==> src/rtl/sound_event_scheduler_pkg.sv <==
// Shared constants, state type and priority helpers for the sound event scheduler.
// Sound index == bit position in play_sel; a lower index means higher priority.
package sound_pkg;

  localparam int GAMEOVER = 0;
  localparam int WIN      = 1;
  localparam int COIN     = 2;
  localparam int NUM_SOUNDS = 3;

  // Highest to lowest priority.
  localparam int PRIO_ORDER [NUM_SOUNDS] = '{GAMEOVER, WIN, COIN};

  localparam int LEN_COIN_DEF     = 10095;
  localparam int LEN_WIN_DEF      = 50796;
  localparam int LEN_GAMEOVER_DEF = 17197;

  typedef enum logic [1:0] {
    S_INIT,
    S_IDLE,
    S_PLAY,
    S_GAP
  } state_t;

  // One-hot of the highest-priority set bit (lowest index).
  function automatic logic [NUM_SOUNDS-1:0] highest_pending(input logic [NUM_SOUNDS-1:0] p);
    return p & (~p + 3'd1);
  endfunction

  // Sounds whose priority is equal to or higher than the one-hot cur.
  function automatic logic [NUM_SOUNDS-1:0] at_or_above(input logic [NUM_SOUNDS-1:0] cur);
    return cur | (cur - 3'd1);
  endfunction

endpackage

==> src/rtl/sound_event_scheduler_if.sv <==
// Request/playback bus between game logic (master) and the sound scheduler (slave).
interface sound_event_scheduler_if #(
  parameter int ADDR_W = 18
);
  logic              ev_coin;
  logic              ev_win;
  logic              ev_gameover;
  logic              stop;
  logic [2:0]        play_sel;
  logic [ADDR_W-1:0] rom_addr;
  logic              rom_rden;
  logic              busy;
  logic              done;

  modport master (
    output ev_coin, ev_win, ev_gameover, stop,
    input  play_sel, rom_addr, rom_rden, busy, done
  );

  modport slave (
    input  ev_coin, ev_win, ev_gameover, stop,
    output play_sel, rom_addr, rom_rden, busy, done
  );
endinterface

==> src/rtl/sound_event_scheduler_lrclk_tick_sync.sv <==
// Brings the DAC LR clock into the clk domain and emits a 1-clk sample_tick
// three clocks after each LR rising edge.
module lrclk_tick_sync (
  input  logic clk,
  input  logic reset,
  input  logic dac_lr_clk,
  output logic sample_tick
);

  logic lr_p0, lr_p1, lr_p2;
  logic tick_q;

  always_ff @(posedge clk) begin
    if (reset) begin
      lr_p0  <= 1'b0;
      lr_p1  <= 1'b0;
      lr_p2  <= 1'b0;
      tick_q <= 1'b0;
    end else begin
      // p0/p1: metastability filter; p2: previous level for edge detect
      lr_p0  <= dac_lr_clk;
      lr_p1  <= lr_p0;
      lr_p2  <= lr_p1;
      tick_q <= lr_p1 & ~lr_p2;
    end
  end

  assign sample_tick = tick_q;

endmodule

==> src/rtl/sound_event_scheduler.sv <==
// Fixed-priority, preempting sound clip scheduler driving ROM addresses for the DAC path.
// Build option: define SOUND_QUEUE_EN to queue lower-priority requests that arrive during playback.
module sound_event_scheduler
  import sound_pkg::*;
#(
  parameter int LEN_COIN     = LEN_COIN_DEF,
  parameter int LEN_WIN      = LEN_WIN_DEF,
  parameter int LEN_GAMEOVER = LEN_GAMEOVER_DEF,
  parameter int ADDR_W       = 18
) (
  input  logic clk,
  input  logic reset,
  input  logic codec_ready,
  input  logic dac_lr_clk,
  sound_event_scheduler_if.slave bus
);

`ifdef SOUND_QUEUE_EN
  localparam bit QUEUE_EN = 1'b1;
`else
  localparam bit QUEUE_EN = 1'b0;
`endif

  localparam logic [ADDR_W-1:0] LAST_COIN     = ADDR_W'(LEN_COIN - 1);
  localparam logic [ADDR_W-1:0] LAST_WIN      = ADDR_W'(LEN_WIN - 1);
  localparam logic [ADDR_W-1:0] LAST_GAMEOVER = ADDR_W'(LEN_GAMEOVER - 1);

  logic sample_tick;

  lrclk_tick_sync u_tick (
    .clk         (clk),
    .reset       (reset),
    .dac_lr_clk  (dac_lr_clk),
    .sample_tick (sample_tick)
  );

  state_t                  state_q, state_d;
  logic [NUM_SOUNDS-1:0]   cur_q, cur_d;
  logic [NUM_SOUNDS-1:0]   pend_q, pend_d;
  logic [ADDR_W-1:0]       addr_q, addr_d;
  logic                    done_q, done_d;
  logic [NUM_SOUNDS-1:0]   ev;
  logic [NUM_SOUNDS-1:0]   sel;
  logic [ADDR_W-1:0]       last_addr;

  assign ev = {bus.ev_coin, bus.ev_win, bus.ev_gameover};

  always_comb begin
    last_addr = LAST_GAMEOVER;
    if (cur_q[COIN])     last_addr = LAST_COIN;
    else if (cur_q[WIN]) last_addr = LAST_WIN;
  end

  always_comb begin
    state_d = state_q;
    cur_d   = cur_q;
    addr_d  = addr_q;
    done_d  = 1'b0;
    pend_d  = pend_q | ev;
    sel     = '0;

    case (state_q)
      S_INIT: begin
        if (codec_ready) state_d = S_IDLE;
      end

      S_IDLE: begin
        sel = highest_pending(pend_q);
        if (|sel) begin
          cur_d   = sel;
          pend_d  = (pend_q & ~sel) | ev;
          addr_d  = '0;
          state_d = S_PLAY;
        end
      end

      S_PLAY: begin
        // Same or higher priority pending request restarts/preempts from address 0
        sel = highest_pending(pend_q & at_or_above(cur_q));
        if (|sel) begin
          cur_d  = sel;
          pend_d = (pend_q & ~sel) | ev;
          addr_d = '0;
        end else if (sample_tick) begin
          if (addr_q == last_addr) begin
            done_d  = 1'b1;
            state_d = S_GAP;
          end else begin
            addr_d = addr_q + ADDR_W'(1);
          end
        end
        if (!QUEUE_EN) pend_d = pend_d & at_or_above(cur_d);
      end

      S_GAP: begin
        if (sample_tick) state_d = S_IDLE;
      end

      default: state_d = S_INIT;
    endcase

    if (bus.stop) begin
      pend_d  = '0;
      addr_d  = '0;
      done_d  = 1'b0;
      state_d = (state_q == S_INIT) ? S_INIT : S_IDLE;
    end
  end

  always_ff @(posedge clk) begin
    if (reset) begin
      state_q <= S_INIT;
      cur_q   <= '0;
      pend_q  <= '0;
      addr_q  <= '0;
      done_q  <= 1'b0;
    end else begin
      state_q <= state_d;
      cur_q   <= cur_d;
      pend_q  <= pend_d;
      addr_q  <= addr_d;
      done_q  <= done_d;
    end
  end

  assign bus.play_sel = (state_q == S_PLAY) ? cur_q : 3'b000;
  assign bus.rom_addr = addr_q;
  assign bus.rom_rden = |bus.play_sel;
  assign bus.busy     = (state_q == S_PLAY) || (state_q == S_GAP);
  assign bus.done     = done_q;

endmodule

==> src/flat_wrapper.sv <==
// flat-port wrapper written by rule: the top's interface ports become plain ports
module sound_event_scheduler_flat import sound_pkg::*;
#(
  parameter int LEN_COIN     = LEN_COIN_DEF,
  parameter int LEN_WIN      = LEN_WIN_DEF,
  parameter int LEN_GAMEOVER = LEN_GAMEOVER_DEF,
  parameter int ADDR_W       = 18
)
  (clk, reset, codec_ready, dac_lr_clk, bus_ev_coin, bus_ev_win, bus_ev_gameover, bus_stop, bus_play_sel, bus_rom_addr, bus_rom_rden, bus_busy, bus_done);
  sound_event_scheduler_if #(.ADDR_W(ADDR_W)) bus_i ();
  input  logic clk;
  input  logic reset;
  input  logic codec_ready;
  input  logic dac_lr_clk;
  input wire logic [$bits(bus_i.ev_coin)-1:0] bus_ev_coin;
  input wire logic [$bits(bus_i.ev_win)-1:0] bus_ev_win;
  input wire logic [$bits(bus_i.ev_gameover)-1:0] bus_ev_gameover;
  input wire logic [$bits(bus_i.stop)-1:0] bus_stop;
  output wire logic [$bits(bus_i.play_sel)-1:0] bus_play_sel;
  output wire logic [$bits(bus_i.rom_addr)-1:0] bus_rom_addr;
  output wire logic [$bits(bus_i.rom_rden)-1:0] bus_rom_rden;
  output wire logic [$bits(bus_i.busy)-1:0] bus_busy;
  output wire logic [$bits(bus_i.done)-1:0] bus_done;
  assign bus_i.ev_coin = bus_ev_coin;
  assign bus_i.ev_win = bus_ev_win;
  assign bus_i.ev_gameover = bus_ev_gameover;
  assign bus_i.stop = bus_stop;
  assign bus_play_sel = bus_i.play_sel;
  assign bus_rom_addr = bus_i.rom_addr;
  assign bus_rom_rden = bus_i.rom_rden;
  assign bus_busy = bus_i.busy;
  assign bus_done = bus_i.done;
  sound_event_scheduler #(.LEN_COIN(LEN_COIN), .LEN_WIN(LEN_WIN), .LEN_GAMEOVER(LEN_GAMEOVER), .ADDR_W(ADDR_W)) u_core (.clk(clk), .reset(reset), .codec_ready(codec_ready), .dac_lr_clk(dac_lr_clk), .bus(bus_i));
endmodule
==> config.mk <==
export PLATFORM = sky130hd
export DESIGN_NAME = sound_event_scheduler_flat
export DESIGN_NICKNAME = d
export VERILOG_FILES = /design/src/rtl/sound_event_scheduler_pkg.sv /design/src/rtl/sound_event_scheduler_if.sv /design/src/rtl/sound_event_scheduler_lrclk_tick_sync.sv /design/src/rtl/sound_event_scheduler.sv /design/src/flat_wrapper.sv
export SDC_FILE = /design/constraint.sdc
export NUM_CORES = 1
export LEC_CHECK = 0
export BUFFER_PORTS_ARGS = -buffer_cell sky130_fd_sc_hd__buf_2
export CORE_MARGIN = 2
export CORE_UTILIZATION = 55
export DETAILED_ROUTE_END_ITERATION = 10
export GPL_ROUTABILITY_DRIVEN = 0
export HOLD_SLACK_MARGIN = 0.02
export PLACE_DENSITY_LB_ADDON = 0.05
export SLEW_MARGIN = 20
export SYNTH_ARGS = -nofsm -noshare
export SYNTH_HDL_FRONTEND = slang
export SYNTH_SLANG_ARGS = --single-unit
==> constraint.sdc <==
create_clock -name clk -period 2.9 [get_ports clk]
set_clock_uncertainty 0.1 [all_clocks]
set_input_delay 0.29 -clock clk [delete_from_list [all_inputs] [get_ports clk]]
set_output_delay 0.29 -clock clk [all_outputs]
set_load 0.01 [all_outputs]
* After elaboration in Yosys (flattened, before gate mapping)
Cells that the tools add are included.
** Operators by class
- Mux-type cells :: 26
- Equality and inequality tests :: 13
- Bitwise logic cells :: 19
- $add $sub $neg :: 5
- Reduce and logical (&&, ||, !) cells :: 11
** Operators by type and width (count)
- $mux W18 :: 5
- $pmux W18 S2 :: 1
- $mux W3 :: 7
- $add A18 B1 Y18 const B :: 1
- $and A3 B3 Y3 :: 6
- $eq A18 B18 Y1 :: 1
- $mux W16 :: 1
- $or A3 B3 Y3 :: 5
- $mux W2 :: 7
- $ne A3 B2 Y1 const B :: 4
- $ne A3 B3 Y1 const B :: 4
- $not A3 Y3 :: 4
- $pmux W3 S2 :: 2
- $reduce_or A3 Y1 :: 3
- $pmux W2 S4 :: 1
- $reduce_or A7 Y1 :: 1
- $add A3 B1 Y3 const B :: 2
- $reduce_and A6 Y1 :: 1
- $sub A3 B1 Y3 const B :: 2
- $eq A2 B2 Y1 const B :: 2
- $reduce_and A4 Y1 :: 1
- $not A1 Y1 :: 3
- $eq A2 B1 Y1 const B :: 1
- $logic_not A2 Y1 :: 1
- other kinds (7) :: 8
** Word-level totals
- Input port bits :: 8
- Register bits after elaboration :: 31
- Word-level logic and storage cells :: 83
- Output and inout bits :: 24

* Logic depth before layout (Yosys ltp)
Gate-level depths: netlist of run 1.
- Word-level depth :: 13
- Gate-level depth with buffers :: 9
- Mapped depth without buffers :: 8

* Cells and area by module
A second synthesis of run 1 with hierarchy kept.
** Unflattened totals
- Cells, all modules :: 220
- Area total of the unflattened synthesis :: 1784.2 um^2
** Modules (own cells, without submodules)
- sound_event_scheduler :: seq. area each 540.5 um^2, instances 1, cells each 212, area each 1672.9 um^2
- lrclk_tick_sync :: seq. area each 80.1 um^2, instances 1, cells each 8, area each 111.4 um^2

* Worst setup path after synthesis of run 1
OpenSTA, ideal clock, no wires.
- Path type :: register to register
- Start point :: register u_core.state_q[1]
- End point :: register u_core.addr_q[10], in the netlist u_core.bus.rom_addr[10]
- Arrival time :: 1.883 ns
- Stages on the path, launching flop included :: 9
- Period minus slack after synthesis :: 2.097 ns
- Library setup time :: 0.114 ns
- Data required time :: 2.686 ns
- Path buffers :: 0
- Slack :: 0.803 ns
- Path through :: dfxtp_1 -> inv_1 -> ha_1 -> nor4b_2 -> nor2_1 -> o31ai_1 -> a22oi_2 -> o21ai_0 -> a21o_1
** Between the ends
- Cells in the longest elaborated chain, start to end :: 3
- Elaborated cells on any way between the ends :: 8
- Classes of those cells :: eq/ne: 5; mux: 1; reduce/logical: 2
** Ends and longest elaborated chain
- from (decl) :: line sound_event_scheduler.sv:37 : state_t state_q, state_d;
- from (signal assigned) :: line sound_event_scheduler.sv:118 : state_q <= state_d;
- $eq A2 B2 Y1 or $eq A2 B1 Y1 (tied branches) :: line sound_event_scheduler.sv:62 : case (state_q)
- $ne A3 B2 Y1 (no line), or another cell as far along
- $reduce_and A4 Y1 (no line)
- to (signal assigned) :: line sound_event_scheduler.sv:121 : addr_q <= addr_d;
- to (decl) :: line sound_event_scheduler.sv:40 : logic [ADDR_W-1:0] addr_q, addr_d;
Parallel ways exist; a longest one is shown, timed or not.
A chain may end at the register's enable or synchronous reset.

* Worst setup path after layout of run 1
- Start point :: register u_core.state_q[0]
- End point :: register u_core.addr_q[14], in the netlist u_core.bus.rom_addr[14]
Same word-level chain as after synthesis.

==> qor.csv, run 1 <==
stage,metric,value,unit
clock_tree,CTS Buf Count,5,
placement,pre-CTS setup slack,490,ps
routing,DR DRC count,0,
global_routing,first-pass GRT wire length,6870,um
routing,Avg WL per Cell,14.7,um
die,Die Ht,61.9,um
sta,Fin. Hold Viols,0,
yosys,"top cells by area, synth","dfxtp_1 (34%), a21oi_1 (5.7%), ha_1 (4.1%)",
power,pwr dens,422,nW/um^2
clock_tree,hold buffer count at cts,0,
global_routing,vias in the first global route,1402,
sta,final setup violation count,0,
sta,RSZ-0062 raised after global routing,no,
yosys,sequential area share after synthesis,33.6,%
cells_and_area,Final Instance Count excl. Fillers,297,
clock_tree,H-tree Lvls,2,
routing,vias,1747,
sta,setup slack after layout,481,ps
clock_tree,Clock Sinks,31,
critical_path,Critical Path AT,2550,ps
routing,DRT iter0 DRCs,174,
clock_tree,Worst-Skew Late Latency,330,ps
global_routing,Total GRT Usage,24.5,%
yosys,fraction of synthesized cell area taken by the top area cell type,33.6,%
power,leakage,0.841,nW
yosys,Post-synth ARST share,0,%
clock_tree,Root Driver,clkbuf_4,
critical_path,CP required,3030,ps
die,row count,21,
global_routing,gr ovfl total,0,
routing,vias per cell,5.88,
yosys,ys flop type,dfxtp_1,
yosys,Ys Warns,0,
global_routing,initial antenna violation count,0,
cells_and_area,area grow syn2layout,11.7,%
yosys,Synth Instances,219,
yosys,Post-synth EDFFs,0,
routing,DRT Wirelength,4360,um
cells_and_area,# diodes,0,
placement,hpwl dp,3240,um
sta,Tmin final,2420,ps
yosys,syn_nets,233,
clock_tree,post-CTS resize count,0,
die,Chip Width,61.9,um
sta,fin. max-slew vios,0,
die,CORE AREA,3280,um^2
min_path,hold crit path type,input pin to flip-flop,
yosys,Synth top cells by count,"dfxtp_1 (31), a21oi_1 (21), nor2_1 (20), nand2_1 (14), o21ai_0 (13)",
sta,Setup TNS Final,0,ps
cells_and_area,design area,2060,um^2
yosys,Mapped Area,1840,um^2
routing,Pre-Repair DR Iteration Count,4,
cells_and_area,ratio of cells with drive above 1 in the final layout,20.7,%
yosys,dominant cell type by area after synthesis,dfxtp_1,
yosys,synthesized area per cell,8.42,um^2
sta,worst slew pin tran,521,ps
die,I/O Pins,32,
clock_tree,CTS tree,yes,
global_routing,pin count of the biggest net entering global routing,15,
critical_path,CP Launch Type,flip-flop,
sta,Rel. slew slack,65.0,%
critical_path,peak fanout along the critical path,11,
critical_path,worst setup path category,flip-flop to flip-flop,
yosys,"FF+latch count, synth",31,
clock_tree,"CTS clk-pin slew, worst paths",100,ps
placement,dpl cells,289,
run,total of max-cap violations,0,
placement,post-placement cell area,2010,um^2
outcome,status,completed,
sta,Final period util,83.4,%
placement,PortBufs,31,
clock_tree,postcts setup bufs,0,
yosys,"count leader, synth",dfxtp_1,
critical_path,CP endpoint kind,flip-flop,
die,Initial Util,56.2,%
die,DIE AREA,3830,um^2
sta,achievable frequency,413,MHz
routing,DRT antenna net count,0,
cells_and_area,Nets,264,
yosys,Synth cell types,60,
clock_tree,CTS Buffer Depth,2,
power,Max VDD drop,0.313,mV
worst max-delay path: stages (launching register included):
cell,delay [ps]
dfxtp_1,360
inv_1,90
ha_1,340
nor2_1,120
nor2_1,310
o31ai_1,160
a22oi_2,460
o21ai_0,180
a21o_1,200
layer usage:
metal,track usage (%),vias to the layer above,part of all wire (%)
met5,0,-,0
met4,5.47,0,0.92
met3,6.63,6,7.9
met2,33.5,70,42
met1,38.0,796,50
li1,-,875,-
final timing paths:
path	to	from	depth (start not counted)	slack (ps)
hold / removal	u_core.u_tick.lr_p0$_SDFF_PP0_	dac_lr_clk	2	90
hold reg to reg	u_core.u_tick.sample_tick$_SDFF_PP0_	u_core.u_tick.lr_p2$_SDFF_PP0_	1	290
setup reg to reg	u_core.bus.rom_addr[14]$_SDFFE_PP0P_	u_core.state_q[0]$_SDFFE_PP0P_	8	480
setup / recovery	u_core.bus.rom_addr[14]$_SDFFE_PP0P_	u_core.state_q[0]$_SDFFE_PP0P_	8	480
placed cells by master (no fill, tap or decap), drive strengths merged, types with 4 or more instances in the layout:
cell     n
and2     4
inv      8
nor3     6
nor2b    5
and3     5
a31oi    4
ha       6
buf     32
nand2   14
nand2b   4
clkbuf   7
dfxtp   31
nor2    20
nand3    9
a21oi   21
o21ai   15
a22oi    4
o31ai    4
flip-flops by register name, summed over array words and instances, names as in the netlist:
signal and flops:
u_core.bus.done 1, u_core.bus.rom_addr 18, u_core.state_q 2, u_core.u_tick.sample_tick 1
u_core.pend_q 3, u_core.u_tick.lr_p0 1, u_core.u_tick.lr_p2 1, u_core.cur_q 3
u_core.u_tick.lr_p1 1
power breakdown:
part	switching, mW	leakage [nW]	total (mW)	internal, mW
combinational	0.102	0.561	0.172	0.0702
sequential	0.0229	0.251	0.462	0.439
clock	0.141	0.0293	0.235	0.0943
through the flow:
step	util (%)	total power, mW	hold WS (ps)
final	62.7	0.869	87.9
after global routing	62.7	0.927	85.9
after CTS	62.7	0.879	75.6
after detailed placement	61.2	0.642	275
after global placement	61.2	0.641	272
after floorplan	-	0.603	267
logic make-up after synthesis:
kind of cell | after synthesis | synth area share (%)
flip-flops | 31 | 33.7
adder cells (fa/ha/maj) | 6 | 4.07
AND/OR/NAND/NOR | 89 | 27.5
multiplexers | 4 | 2.24
AO/OA/AOI/OAI | 71 | 26.9
buffers and inverters | 16 | 4.61
XOR/XNOR | 2 | 0.950
area by class of cell:
type,count,area (um^2)
clock buffer,7,45.0
clock inverter,1,5.00
fill,293,1220
inverter,8,30.0
multi-input combinational,172,1140
sequential,31,621
tap,46,57.6
timing repair buffer,32,163
Power figures use the tool's default switching activity.
==> inputs of run 2 (changes only) <==
ABC_AREA = 1   (was not set)
CORE_UTILIZATION = 57   (was 55)
clock period = 2.4 ns   (was 2.9 ns; I/O delays follow)
==> run 2 against run 1 <==
Die area grew 11%. Combinational power rose to 5.2 times the previous value. Register-to-register slack lost 160 ps. Synthesized cell count increased by 61%. Final cell count grew 46%. Flip-flop and latch count is the same.
==> qor.csv, run 2 <==
stage,metric,value,unit
yosys,"top cells by area, synth","dfxtp_1 (29%), nand2_1 (16%), nand3_1 (11%)",
clock_tree,hold buffer count at cts,0,
critical_path,peak fanout along the critical path,8,
critical_path,Critical Path AT,2200,ps
global_routing,gr ovfl total,0,
cells_and_area,"commonest non-fill, non-tap cells in the layout","nand2_1 (93), nor2_1 (49), nand3_1 (48)",
yosys,dominant cell type by area after synthesis,dfxtp_1,
routing,DRT Wirelength,5390,um
yosys,syn_nets,367,
yosys,fraction of synthesized cell area taken by the top area cell type,28.9,%
placement,hpwl dp,4050,um
yosys,Synth cell types,35,
routing,highest metal layer with signal wires,met4,
cells_and_area,"commonest non-fill, non-tap cell in the layout",nand2_1,
sta,worst slew pin tran,436,ps
sta,Final period util,86.6,%
critical_path,CP most frequent cell,nand3_1,
yosys,Compound-Gate Fraction of Synth Area,11.0,%
sta,achievable frequency,481,MHz
clock_tree,H-tree Lvls,2,
cells_and_area,area grow syn2layout,13.5,%
yosys,"count leader, synth",nand2_1,
clock_tree,post-CTS resize count,0,
global_routing,initial antenna violation count,0,
power,Clk pwr share,22.5,%
power,Logic pwr share,44.3,%
die,Die Ht,65.4,um
yosys,Ys Warns,0,
critical_path,"Largest delay share family, worst path",simple AND/OR/NAND/NOR gates,
global_routing,pin count of the biggest net entering global routing,20,
cells_and_area,max reg flops,18,
global_routing,vias in the first global route,2092,
power,sequential power share,33.3,%
yosys,largest family of logic cells by synthesized area,simple AND/OR/NAND/NOR gates,
power,Int Pwr,1.13,mW
clock_tree,Worst-Skew Late Latency,290,ps
clock_tree,CTS Buffer Depth,2,
yosys,sequential area share after synthesis,28.9,%
die,I/O Pins,32,
sta,Setup TNS Final,0,ps
die,row count,22,
clock_tree,"CTS clk-pin slew, worst paths",60,ps
power,Max VDD drop,0.458,mV
run,total of max-cap violations,0,
routing,DRT antenna net count,0,
yosys,Synth Instances,353,
routing,DR DRC count,0,
global_routing,first-pass GRT wire length,9070,um
yosys,Post-synth EDFFs,0,
die,DIE AREA,4270,um^2
critical_path,CP max-delay cell,dfxtp_1,
yosys,Adder-Cell Fraction of Synth Area,3.50,%
cells_and_area,# diodes,0,
routing,DRT iter0 DRCs,222,
placement,PortBufs,31,
cells_and_area,Nets,400,
critical_path,CP Buf/Inv Count,1,
yosys,Post-synth ARST share,0,%
global_routing,Total GRT Usage,27.0,%
yosys,mux cell area share after synthesis,0,%
cells_and_area,ratio of cells with drive above 1 in the final layout,14.0,%
clock_tree,CTS Buf Count,5,
die,CORE AREA,3630,um^2
outcome,status,completed,
die,Initial Util,59.1,%
sta,Fin. Hold Viols,0,
routing,vias per cell,5.31,
clock_tree,CTS tree,yes,
power,Design Power,2.01,mW
sta,fin. max-slew vios,0,
clock_tree,postcts setup bufs,0,
clock_tree,Root Driver,clkbuf_8,
yosys,XOR/XNOR Fraction of Synth Area,2.45,%
routing,Avg WL per Cell,12.4,um
power,pwr dens,827,nW/um^2
critical_path,CP Launch Type,flip-flop,
critical_path,CP peak stage delay,500,ps
routing,met3 wire length,347,um
power,leakage,1.10,nW
critical_path,CP required,2520,ps
min_path,hold crit path type,input pin to flip-flop,
yosys,ys flop type,dfxtp_1,
yosys,synthesized area per cell,6.08,um^2
power,Sw Pwr,0.881,mW
sta,final setup violation count,0,
clock_tree,Clock Sinks,31,
routing,DR WL met2,2300,um
routing,vias,2312,
yosys,"FF+latch count, synth",31,
routing,Metal-1 WL,2640,um
die,Chip Width,65.4,um
yosys,Synth top cells by count,"nand2_1 (93), nor2_1 (49), nand3_1 (48), inv_1 (42), dfxtp_1 (31)",
routing,Pre-Repair DR Iteration Count,4,
critical_path,CP endpoint kind,flip-flop,
yosys,Mapped Area,2150,um^2
sta,Rel. slew slack,70.9,%
power,switch share,43.7,%
yosys,Simple-Gate Fraction of Synth Area,43.7,%
sta,RSZ-0062 raised after global routing,no,
critical_path,CP Cell Sequence,ha_1 -> nand3_1 -> inv_1 -> nand2_1 -> nor2_1 -> nand3_1 -> nand2_1 -> nand3_1 -> nand3_1 -> nand2_1 -> nor2_1,
sta,Tmin final,2080,ps
critical_path,worst setup path category,flip-flop to flip-flop,
==> run 2: cell count changes in the layout (fill, tap and decap cells not counted), moves of 4 or more <==
cell / previous run / this run
and3_1: 5 / 1
nand3_1: 8 / 48
nor3_1: 5 / 11
nand2_1: 14 / 93
nor2b_1: 5 / 0
clkbuf_4: 5 / 0
inv_1: 8 / 42
nand2b_1: 4 / 0
clkbuf_8: 0 / 7
xor2_1: 1 / 5
nor2_1: 20 / 49
==> run 2: worst paths after layout <==
kind	from	end	slack, ps	cells after the start
worst max register to register	u_core.bus.rom_addr[0]$_SDFFE_PP0P_	u_core.bus.rom_addr[16]$_SDFFE_PP0P_	320	11
worst min-delay path	dac_lr_clk	u_core.u_tick.lr_p0$_SDFF_PP0_	60	3
worst min register to register	u_core.u_tick.lr_p2$_SDFF_PP0_	u_core.u_tick.sample_tick$_SDFF_PP0_	290	1
worst max-delay path	u_core.bus.rom_addr[0]$_SDFFE_PP0P_	u_core.bus.rom_addr[16]$_SDFFE_PP0P_	320	11
==> run 2: area by class of cell <==
type | instances | area, um^2
tap | 48 | 60.1
clock buffer | 8 | 100
multi-input combinational | 268 | 1300
timing repair buffer | 35 | 185
sequential | 31 | 621
inverter | 45 | 169
fill | 356 | 1200
==> run 2: logic make-up (layout without fill, tap and decap cells) <==
kind of cell    after synthesis  after routing
fa+ha+maj                     6              6
compound gates               41             41
flops                        31             31
buf+inv                      54             88
simple gates                215            215
xor+xnor                      6              6
==> run 2: per-stage QoR <==
step	instance area, um^2	util (%)	setup WS (ps)	hold slack [ps]	cells
4_1_cts	2430	67.0	358	58.0	435
5_1_grt	2430	67.0	108	97.2	435
3_3_place_gp	2330	64.3	394	285	427
6_report	2430	67.0	322	56.5	435
2_1_floorplan	2150	-	637	209	353
3_5_place_dp	2330	64.3	393	288	427
==> run 2: metal layers <==
metal	track usage [%]	up-vias
met5	0	-
met4	9.11	0
met3	4.79	11
met2	42.6	76
met1	37.3	1027
li1	-	1198
==> run 2: power by group through the flow <==
stage	Sequential (mW)	Clock (mW)	Combinational [mW]
global placement	0.675	0	0.867
detailed placement	0.678	0	0.874
floorplan	0.665	0	0.698
global route	0.681	0.489	0.998
finish	0.670	0.453	0.892
CTS	0.666	0.461	0.879
==> run 2: worst reg2reg max path, delay by kind of cell, from the launching register on <==
family / cells / cell delay, ps
AND/OR/NAND/NOR: 9 / 960
adder cells (fa/ha/maj): 1 / 300
buffers and inverters: 1 / 140
flip-flops: 1 / 500
==> inputs of run 3 (changes only) <==
CAP_MARGIN = 0   (was not set)
CORE_ASPECT_RATIO = 1.1   (was not set)
==> run 3 against run 2 <==
Global-route usage barely moved. Combinational power increased by 0.4%. Fmax is 3.3% lower. Via count increased by 0.13%. First-iteration DRC count rose by 8.6%. Critical path depth shrank 2. Flip-flop and latch count unchanged. Sequential share of layout area decreased by 0.23 points. Routed wire length increased by 1.2%. Critical endpoint is now u_core.bus.rom_addr[1]$_SDFFE_PP0P_. Largest cell class unchanged. Highest routed layer unchanged.
==> qor.csv, run 3 (synthesized netlist as in run 2, its figures left out) <==
stage,metric,value,unit
outcome,status,completed,
routing,vias per cell,5.29,
run,total of max-cap violations,0,
clock_tree,CTS Buf Count,5,
global_routing,first-pass GRT wire length,9070,um
clock_tree,post-CTS resize count,0,
clock_tree,Clock Sinks,31,
clock_tree,H-tree Lvls,2,
clock_tree,hold buffer count at cts,0,
critical_path,CP endpoint kind,flip-flop,
routing,DRT antenna net count,0,
critical_path,peak fanout along the critical path,20,
cells_and_area,design area,2460,um^2
cells_and_area,ratio of cells with drive above 1 in the final layout,14.4,%
cells_and_area,area grow syn2layout,14.5,%
cells_and_area,max reg flops,18,
sta,fin. max-slew vios,0,
sta,Final period util,89.6,%
sta,achievable frequency,465,MHz
die,Initial Util,59.2,%
power,Max VDD drop,0.492,mV
min_path,hold crit path type,input pin to flip-flop,
power,Design Power,2.07,mW
cells_and_area,Nets,401,
die,row count,23,
routing,Avg WL per Cell,12.4,um
cells_and_area,fillers,361,
routing,DRT iter0 DRCs,241,
critical_path,RR Endpoint,u_core.bus.rom_addr[1]$_SDFFE_PP0P_,
cells_and_area,"commonest non-fill, non-tap cells in the layout","nand2_1 (93), nor2_1 (49), nand3_1 (48)",
routing,DR DRC count,0,
global_routing,Total GRT Usage,27.1,%
sta,RSZ-0062 raised after global routing,no,
critical_path,Critical Path AT,2280,ps
die,CORE AREA,3630,um^2
power,pwr dens,841,nW/um^2
critical_path,CP Capture Point,u_core.bus.rom_addr[1]$_SDFFE_PP0P_,
global_routing,initial antenna violation count,0,
clock_tree,"CTS clk-pin slew, worst paths",70,ps
critical_path,Worst R2R Setup Slack,250,ps
cells_and_area,# diodes,0,
die,Die Ht,68.4,um
sta,worst slew pin tran,410,ps
sta,Tmin final,2150,ps
sta,Fin. Hold Viols,0,
routing,DRT Wirelength,5450,um
sta,Setup TNS Final,0,ps
clock_tree,Root Driver,clkbuf_8,
cells_and_area,Register Area,621,um^2
routing,Pre-Repair DR Iteration Count,5,
critical_path,R2R cell count,9,
sta,hold slack,55.6,ps
global_routing,gr ovfl total,0,
die,Chip Width,62.5,um
critical_path,worst setup path category,flip-flop to flip-flop,
die,I/O Pins,32,
global_routing,vias in the first global route,2091,
sta,final setup violation count,0,
critical_path,CP Launch Type,flip-flop,
power,leakage,1.11,nW
routing,vias,2315,
clock_tree,postcts setup bufs,0,
critical_path,worst r2r src,u_core.state_q[0]$_SDFFE_PP0P_,
sta,Rel. slew slack,72.4,%
critical_path,CP required,2530,ps
critical_path,worst setup path startpoint,u_core.state_q[0]$_SDFFE_PP0P_,
clock_tree,CTS Buffer Depth,2,
die,DIE AREA,4270,um^2
cells_and_area,"commonest non-fill, non-tap cell in the layout",nand2_1,
placement,post-placement cell area,2340,um^2
clock_tree,CTS tree,yes,
placement,hpwl dp,4270,um
placement,PortBufs,31,
cells_and_area,Multi-input gate area,1300,um^2
clock_tree,Worst-Skew Late Latency,280,ps
global_routing,pin count of the biggest net entering global routing,21,
## run 3: worst min path at each step
stage	from	endpoint	slack [ps]	cells past startpoint
after global routing	dac_lr_clk	u_core.u_tick.lr_p0$_SDFF_PP0_	80	3
after detailed placement	u_core.u_tick.lr_p2$_SDFF_PP0_	u_core.u_tick.sample_tick$_SDFF_PP0_	280	1
after CTS	dac_lr_clk	u_core.u_tick.lr_p0$_SDFF_PP0_	50	3
final	dac_lr_clk	u_core.u_tick.lr_p0$_SDFF_PP0_	60	3
after floorplan	reset	u_core.cur_q[2]$_SDFFE_PP0P_	210	1
after global placement	u_core.u_tick.lr_p2$_SDFF_PP0_	u_core.u_tick.sample_tick$_SDFF_PP0_	280	1
## run 3: routing by layer
| metal | track usage [%] | share of wire, % |
|---|---|---|
| met3 | 4.44 | 6.0 |
| met4 | 15.6 | 3.3 |
| met1 | 30.4 | 40 |
| met5 | 0 | 0 |
| met2 | 49.6 | 50 |
## run 3: critical path: stages (launching register included)
cell     delay (ps)
dfxtp_1         400
inv_1            90
ha_1            270
inv_2           320
nor2_4          130
nand2_4         210
nand2_4         130
inv_1           250
nand3_1         120
nand2_1          70
## run 3: area by class of cell
cell class                 instances  area share (%)
clock buffer                       5            2.80
clock inverter                     3            1.78
multi-input combinational        268            52.9
tap                               50            2.55
timing repair buffer              36            7.84
sequential                        31            25.3
inverter                          45            6.87
## run 3: where the power goes
part / total, mW / internal (mW) / switching [mW] / leakage (nW)
Sequential: 0.661 / 0.579 / 0.0815 / 0.252
Clock: 0.510 / 0.309 / 0.201 / 0.0581
Combinational: 0.896 / 0.291 / 0.604 / 0.798
Total: 2.07 / 1.18 / 0.887 / 1.11
## run 3: stage by stage
| step | util, % | std cells | setup slack (ps) |
|---|---|---|---|
| floorplan | - | 353 | 637 |
| global placement | 64.7 | 430 | 360 |
| detailed placement | 64.7 | 430 | 319 |
| CTS | 67.8 | 438 | 289 |
| global route | 67.8 | 438 | 71.9 |
| finish | 67.8 | 438 | 251 |
